`src/rtl/mp_sched.sv`:
```
// Round-robin scheduler sharing one pipelined multiplier among NREQ requesters.
// A tag pipeline tracks the owner of each in-flight product so results carry their requester id.
module mp_sched #(
    parameter int unsigned NREQ    = 4,
    parameter int unsigned LATENCY = 4,
    parameter int unsigned IDW     = 2
) (
    input  logic               clk,
    input  logic               rst_n,
    input  logic               en_i,
    input  logic [NREQ-1:0]    req_valid_i,
    output logic [NREQ-1:0]    req_ready_o,
    input  logic [NREQ*24-1:0] req_mpcand_i,
    input  logic [NREQ*16-1:0] req_mplier_i,
    output logic [23:0]        mpcand_o,
    output logic [15:0]        mplier_o,
    input  logic [23:0]        mprod_i,
    output logic               res_valid_o,
    output logic [IDW-1:0]     res_id_o,
    output logic [23:0]        res_data_o,
    output logic               busy_o
);

    logic [23:0]     mpcand_q, mpcand_d;
    logic [15:0]     mplier_q, mplier_d;
    logic [IDW-1:0]  ptr_q, ptr_d;
    logic [LATENCY:0] tag_valid_q;
    logic [IDW-1:0]  tag_id_q [LATENCY+1];

    logic [NREQ-1:0] grant;
    logic [IDW-1:0]  grant_id;
    logic            grant_any;
    logic [IDW-1:0]  idx;

    // Search starts just after the last granted requester.
    always_comb begin
        grant     = '0;
        grant_id  = '0;
        grant_any = 1'b0;
        idx       = '0;
        if (en_i) begin
            for (int i = 1; i <= int'(NREQ); i++) begin
                idx = IDW'((int'(ptr_q) + i) % int'(NREQ));
                if (!grant_any && req_valid_i[idx]) begin
                    grant_any   = 1'b1;
                    grant_id    = idx;
                    grant[idx]  = 1'b1;
                end
            end
        end
    end

    always_comb begin
        mpcand_d = '0;
        mplier_d = '0;
        ptr_d    = ptr_q;
        if (grant_any) begin
            mpcand_d = req_mpcand_i[24*int'(grant_id) +: 24];
            mplier_d = req_mplier_i[16*int'(grant_id) +: 16];
            ptr_d    = grant_id;
        end
    end

    always_ff @(posedge clk or negedge rst_n) begin
        if (!rst_n) begin
            mpcand_q    <= '0;
            mplier_q    <= '0;
            ptr_q       <= IDW'(NREQ - 1);
            tag_valid_q <= '0;
            for (int i = 0; i <= int'(LATENCY); i++) begin
                tag_id_q[i] <= '0;
            end
        end else begin
            mpcand_q    <= mpcand_d;
            mplier_q    <= mplier_d;
            ptr_q       <= ptr_d;
            // Shifts unconditionally: the multiplier never stalls.
            tag_valid_q <= {tag_valid_q[LATENCY-1:0], grant_any};
            tag_id_q[0] <= grant_id;
            for (int i = 1; i <= int'(LATENCY); i++) begin
                tag_id_q[i] <= tag_id_q[i-1];
            end
        end
    end

    assign req_ready_o = grant;
    assign mpcand_o    = mpcand_q;
    assign mplier_o    = mplier_q;
    assign res_valid_o = tag_valid_q[LATENCY];
    assign res_id_o    = tag_valid_q[LATENCY] ? tag_id_q[LATENCY] : '0;
    assign res_data_o  = mprod_i;
    assign busy_o      = |tag_valid_q;

endmodule

```
`config.mk`:
```
export PLATFORM = sky130hd
export DESIGN_NAME = mp_sched
export DESIGN_NICKNAME = d
export VERILOG_FILES = /design/src/rtl/mp_sched.sv
export SDC_FILE = /design/constraint.sdc
export NUM_CORES = 1
export LEC_CHECK = 0
export CORE_MARGIN = 3
export CORE_UTILIZATION = 42
export DETAILED_ROUTE_END_ITERATION = 7
export HOLD_SLACK_MARGIN = 0.02
export MAX_ROUTING_LAYER = met4
export PLACE_DENSITY_LB_ADDON = 0.1
export RECOVER_POWER = 25
export SYNTH_ARGS = -nofsm -noshare
export SYNTH_HDL_FRONTEND = slang
export SYNTH_SLANG_ARGS = --single-unit
```
`constraint.sdc`:
```
create_clock -name clk -period 7.7 [get_ports clk]
set_input_delay 1.54 -clock clk [delete_from_list [all_inputs] [get_ports clk]]
set_output_delay 1.54 -clock clk [all_outputs]
set_load 0.005 [all_outputs]
```
; Word-level counts from Yosys, hierarchy flattened
; Index checks and enable logic that the tools add are counted.
[op_classes]
add_sub_neg = 4
n_mul = 1
div_mod_pow = 0
order_cmp = 8
eq_ne = 0
shift = 2
n_mux = 40
n_bitwise = 3
n_reduce_logical = 11
[ops]
columns = operator, n
row1 = $shiftx A96 B8 Y24, 1
row2 = $shiftx A64 B7 Y16, 1
row3 = $mux W4, 8
row4 = $mux W24, 1
row5 = $mux W1, 16
row6 = $mux W16, 1
row7 = $lt A2 B3 Y1 const B, 4
row8 = $mux W2, 6
row9 = $or A4 B4 Y4, 3
row10 = $bmux W1 S2, 4
row11 = $demux W1 S2, 4
row12 = $ge A2 B1 Y1 const B, 4
row13 = $logic_and A1 B1 Y1, 7
row14 = $reduce_or A5 Y1, 1
row15 = $add A2 B1 Y2 const B, 2
row16 = $add A2 B2 Y2 const B, 2
row17 = $mul A2 B2 Y4 const A, 1
row18 = $logic_not A1 Y1, 3
[word_totals]
ff_bits = 57
latchBits = 0
ramBits = 0
rom_bits = 0
input_bits = 191
out_inout_bits = 72
n_memories = 0

; Logic depth before layout (Yosys ltp)
[logic_depth]
ltp_word = 20
mapped_depth = 10
depth_no_buf = 7

; Least setup slack after synthesis
; No wires, ideal clock.
[synth_path]
path_type = in2out
from = input port req_valid_i[0]
to = output port req_ready_o[0]
arrival_ns = 2.774
setup_slack_ns = 3.386
path_stages = 6
path_cell_list = clkbuf_2 > mux4_2 > nor2b_2 > a221o_1 > o21ai_0 > a21boi_0
[synth_via]
elab_chain_len = 16
word_cells_on_any_way = 31
cone_classes = 22 x mux / 3 x bitwise / 6 x reduce/logical
[synth_lines]
columns = element, line
row1 = start: declaration, 11  ; input logic [NREQ-1:0] req_valid_i,
row2 = $bmux W1 S2, 44  ; if (!grant_any && req_valid_i[idx]) begin
row3 = $mux W1 (implied by the code), 44
row4 = $mux W1, 44
row5 = $mux W1, 41  ; if (en_i) begin
row6 = $logic_not A1 Y1, 44
row7 = $logic_and A1 B1 Y1, 44
row8 = $mux W1, 44
row9 = $mux W1, 41
row10 = $logic_not A1 Y1, 44
row11 = $logic_and A1 B1 Y1, 44
row12 = $mux W1, 44
row13 = $mux W1, 41
row14 = $logic_not A1 Y1, 44
row15 = $logic_and A1 B1 Y1, 44
row16 = $mux W4 (*), 44
row17 = $mux W4 (*), 41
row18 = end: declaration, 12  ; output logic [NREQ-1:0] req_ready_o,
; Every way passes the cells marked *; elsewhere a longest branch is shown, timed or not. The select of a mux whose other input is x is not followed.

; Worst setup path after layout
[layout_path]
from = input port req_valid_i[1]
to = output port req_ready_o[0]
; Same word-level chain as after synthesis.

==> summary.md <==
| Metric | Value |
|---|---|
| Clock-pin slew on the worst setup and hold paths | 0.07 ns |
| Top cells by count, synth | nand2_1, mux2i_1, dfrtp_1 |
| Largest net degree at the start of global routing | 90 |
| Synth-to-layout area growth | 47.7% |
| Worst-path cell chain | clkdlybuf4s50_1 -> mux4_2 -> nor2b_2 -> a221o_1 -> o21ai_0 -> a21boi_0 -> clkdlybuf4s50_1 |
| Placed instance area | 6350 um2 |
| Cell seen most often among critical-path stages | clkdlybuf4s50_1 |
| Global-route usage over all layers | 20.8% |
| Initial core utilization | 43.4% |
| Clk sink count | 57 |
| Critical Path Start Type | input port |
| Cell with the largest stage delay on the worst path | mux4_2 |
| Fin crit period | 5.55 ns |
| Count of yosys warnings during synthesis | 0 |
| Pin slew with the least headroom to its limit | 3.15 ns |
| Leftover overflow at the end of global routing | 0 |
| Post-detailed-routing wire length | 12500 um |
| Clock tree from TritonCTS | built |
| Total half-perimeter wirelength after legalization and detailed placement | 9000 um |
| Clock latency reported for the late side of the worst-skew pair | 0.35 ns |
| Global placer's final weighted congestion | 0.848 |
| Leakage | 3.01 nW |
| Maximum buffer depth of the clock tree | 2 |
| Highest metal layer used by the detailed router | met4 |
| Final slew viol count | 58 |
| Share of flip-flops with an asynchronous set or reset after synthesis | 100% |
| Final clock skew | 0.0130 ns |
| Post-CTS Hold Fix Bufs | 0 |
| Peak per-stage delay on the critical path | 0.62 ns |
| Count of port buffers added during placement | 214 |
| Antenna-violating nets left | 0 |
| Number of design-rule violations left by the first detailed-router iteration | 164 |
| Peak ir drop on the vdd network | 0.000377 V |
| Share of layout cells above drive strength 1 | 11.7% |
| Most used flip-flop cell after synthesis | dfrtp_1 |
| DRC errors left | 0 |
| CTS Buf Count | 9 |
| Drt pass-1 iters | 4 |
| Seq/Total Area, Yosys | 31.8% |
| First-pass GRT wire length | 18900 um |
| Cell type with the highest aggregate area in the netlist | dfrtp_1 |
| Post-Place Worst Slack | 2.21 ns |
| Cell count after synthesis | 465 |
| Total via count after detailed routing | 3848 |
| Average size of a mapped cell | 9.67 um2 |
| Post-synth EDFFs | 0 |
| Die Span X | 109 um |
| Power density of the placed cells | 357 nW/um2 |
| Antenna diode instance count | 0 |
| Unrepaired setup endpoints after global routing | false |
| Minimum setup slack in the final design | 2.15 ns |
| Total length of routed met3 wires | 906 um |
| Total of flip-flops plus latches after synthesis | 57 |
| Post-CTS Repair Setup Buffers | 0 |
| Die Ht | 109 um |
| Type of element capturing the critical path | output pin |
| Final design instance area without fill | 6640 um2 |
| Die outline area | 12000 um2 |
| Number of antenna violations at the first check in global routing | 0 |
| Count of unique library cells instantiated by Yosys | 43 |
| Wire length on met2 | 6650 um |
| Max-cap violations | 1 |
| Total setup violations reported at the end of the flow | 0 |
| Cts repair resizes | 0 |
| Via-per-instance ratio | 4.95 |
| # H-tree levels | 3 |
| Worst max-slew margin expressed relative to the limit | -110% |
| Final TNS setup | 0 ns |
| Number of cell rows | 37 |
| Combined area of all synthesized cells | 4500 um2 |
| Final period utilization | 72.0% |
| Failing checks | capacitance limit, slew limit |
| I/O Pins | 263 |
| Count leader, synth | nand2_1 |
| Number of nets in the layout | 835 |
| Yosys top cell area share | 30.6% |
| Routed wirelength normalized by instance count | 16.1 um |
| Detailed-route wire length on metal 1 | 4730 um |
| Largest driver fanout on the critical path | 12 |
| Total nets after synthesis | 664 |
| Final Hold Viols | 0 |
| Outcome | complete, but fails checks |
| Hold Worst Slack | 0.347 ns |
| Arrival time worst endpoint | 4.01 ns |
| Number of global-route vias before repair | 3728 |
| Min-Delay Path Class | reg2reg |
| Clock tree root driver cell | clkbuf_8 |
| Required time reported for the critical path endpoint | 6.16 ns |
| Path type of the worst setup path | in2out |
| Maximum clock rate | 0.180 GHz |
| Ranking of synthesized cells by area | dfrtp_1, mux2i_1, nand2_1 |
| Core Footprint | 10400 um2 |
## registers in the layout, indices dropped and copies added, names as in the netlist
register	cells
tag_id_q	10
ptr_q	2
mpcand_o	24
tag_valid_q	5
mplier_o	16
## placed cells by master (no fill, tap or decap), drive strengths merged, types with 5 or more instances in the layout
cell type / count
clkdlybuf4s50: 213
nand2: 163
mux2i: 82
dfrtp: 55
mux2: 43
clkbuf: 12
ha: 8
bufinv: 5
inv: 5
nor2: 5
buf: 5
## power breakdown
part / switching, mW / total (mW) / internal (mW) / leakage (nW)
registers: 0.0525 / 0.473 / 0.421 / 0.726
logic: 0.627 / 1.48 / 0.854 / 2.14
clock network: 0.129 / 0.419 / 0.290 / 0.144
total: 0.809 / 2.37 / 1.56 / 3.01
## final timing paths
check                               start              to  slack (ns)  depth (start not counted)
hold / removal                tag_id_q[2]     tag_id_q[0]        0.35                          0
max in group asynchronous           rst_n     tag_id_q[7]        3.59                          2
setup / recovery           req_valid_i[1]  req_ready_o[0]        2.15                          7
min in group asynchronous           rst_n    mpcand_o[11]        2.32                          2
hold reg to reg               tag_id_q[2]     tag_id_q[0]        0.35                          0
setup reg to reg                 ptr_q[0]    mplier_o[15]        4.18                          8
## stage by stage
stage	total power, mW	std cells	utilization (%)
global placement	1.95	761	61.3
finish	2.37	777	64.1
detailed placement	1.97	761	61.3
floorplan	1.73	465	-
global route	2.52	777	64.1
CTS	2.40	777	64.1
## layout make-up
| class | instances | area (um2) |
|---|---|---|
| Clock buffer | 11 | 141 |
| Multi-Input combinational cell | 344 | 2560 |
| Timing Repair Buffer | 219 | 2170 |
| Sequential cell | 57 | 1430 |
| Fill cell | 892 | 3730 |
| Tap cell | 136 | 170 |
| Clock inverter | 5 | 150 |
| Inverter | 5 | 21.3 |
## layer usage
layer | vias up | global-route usage, %
met1 | 1813 | 22.6
met4 | 0 | 7.12
met2 | 127 | 37.1
li1 | 1881 | -
met5 | - | -
met3 | 27 | 4.93
## logic make-up after synthesis
logic type                 share of synthesized area (%)
muxes                                               33.2
adders and majority gates                           2.23
buffers and inverters                               11.6
and+or+nand+nor                                     17.3
AOI/OAI and AO/OA                                   3.95
DFF                                                 31.8
## worst max-delay path: cells and delay by family
family	cells	cell delay, ns
AO/OA/AOI/OAI	3	0.46
multiplexers	1	0.62
buffers and inverters	2	1.13
AND/OR/NAND/NOR	1	0.25
No activity file was read; power rests on OpenSTA's default activity.
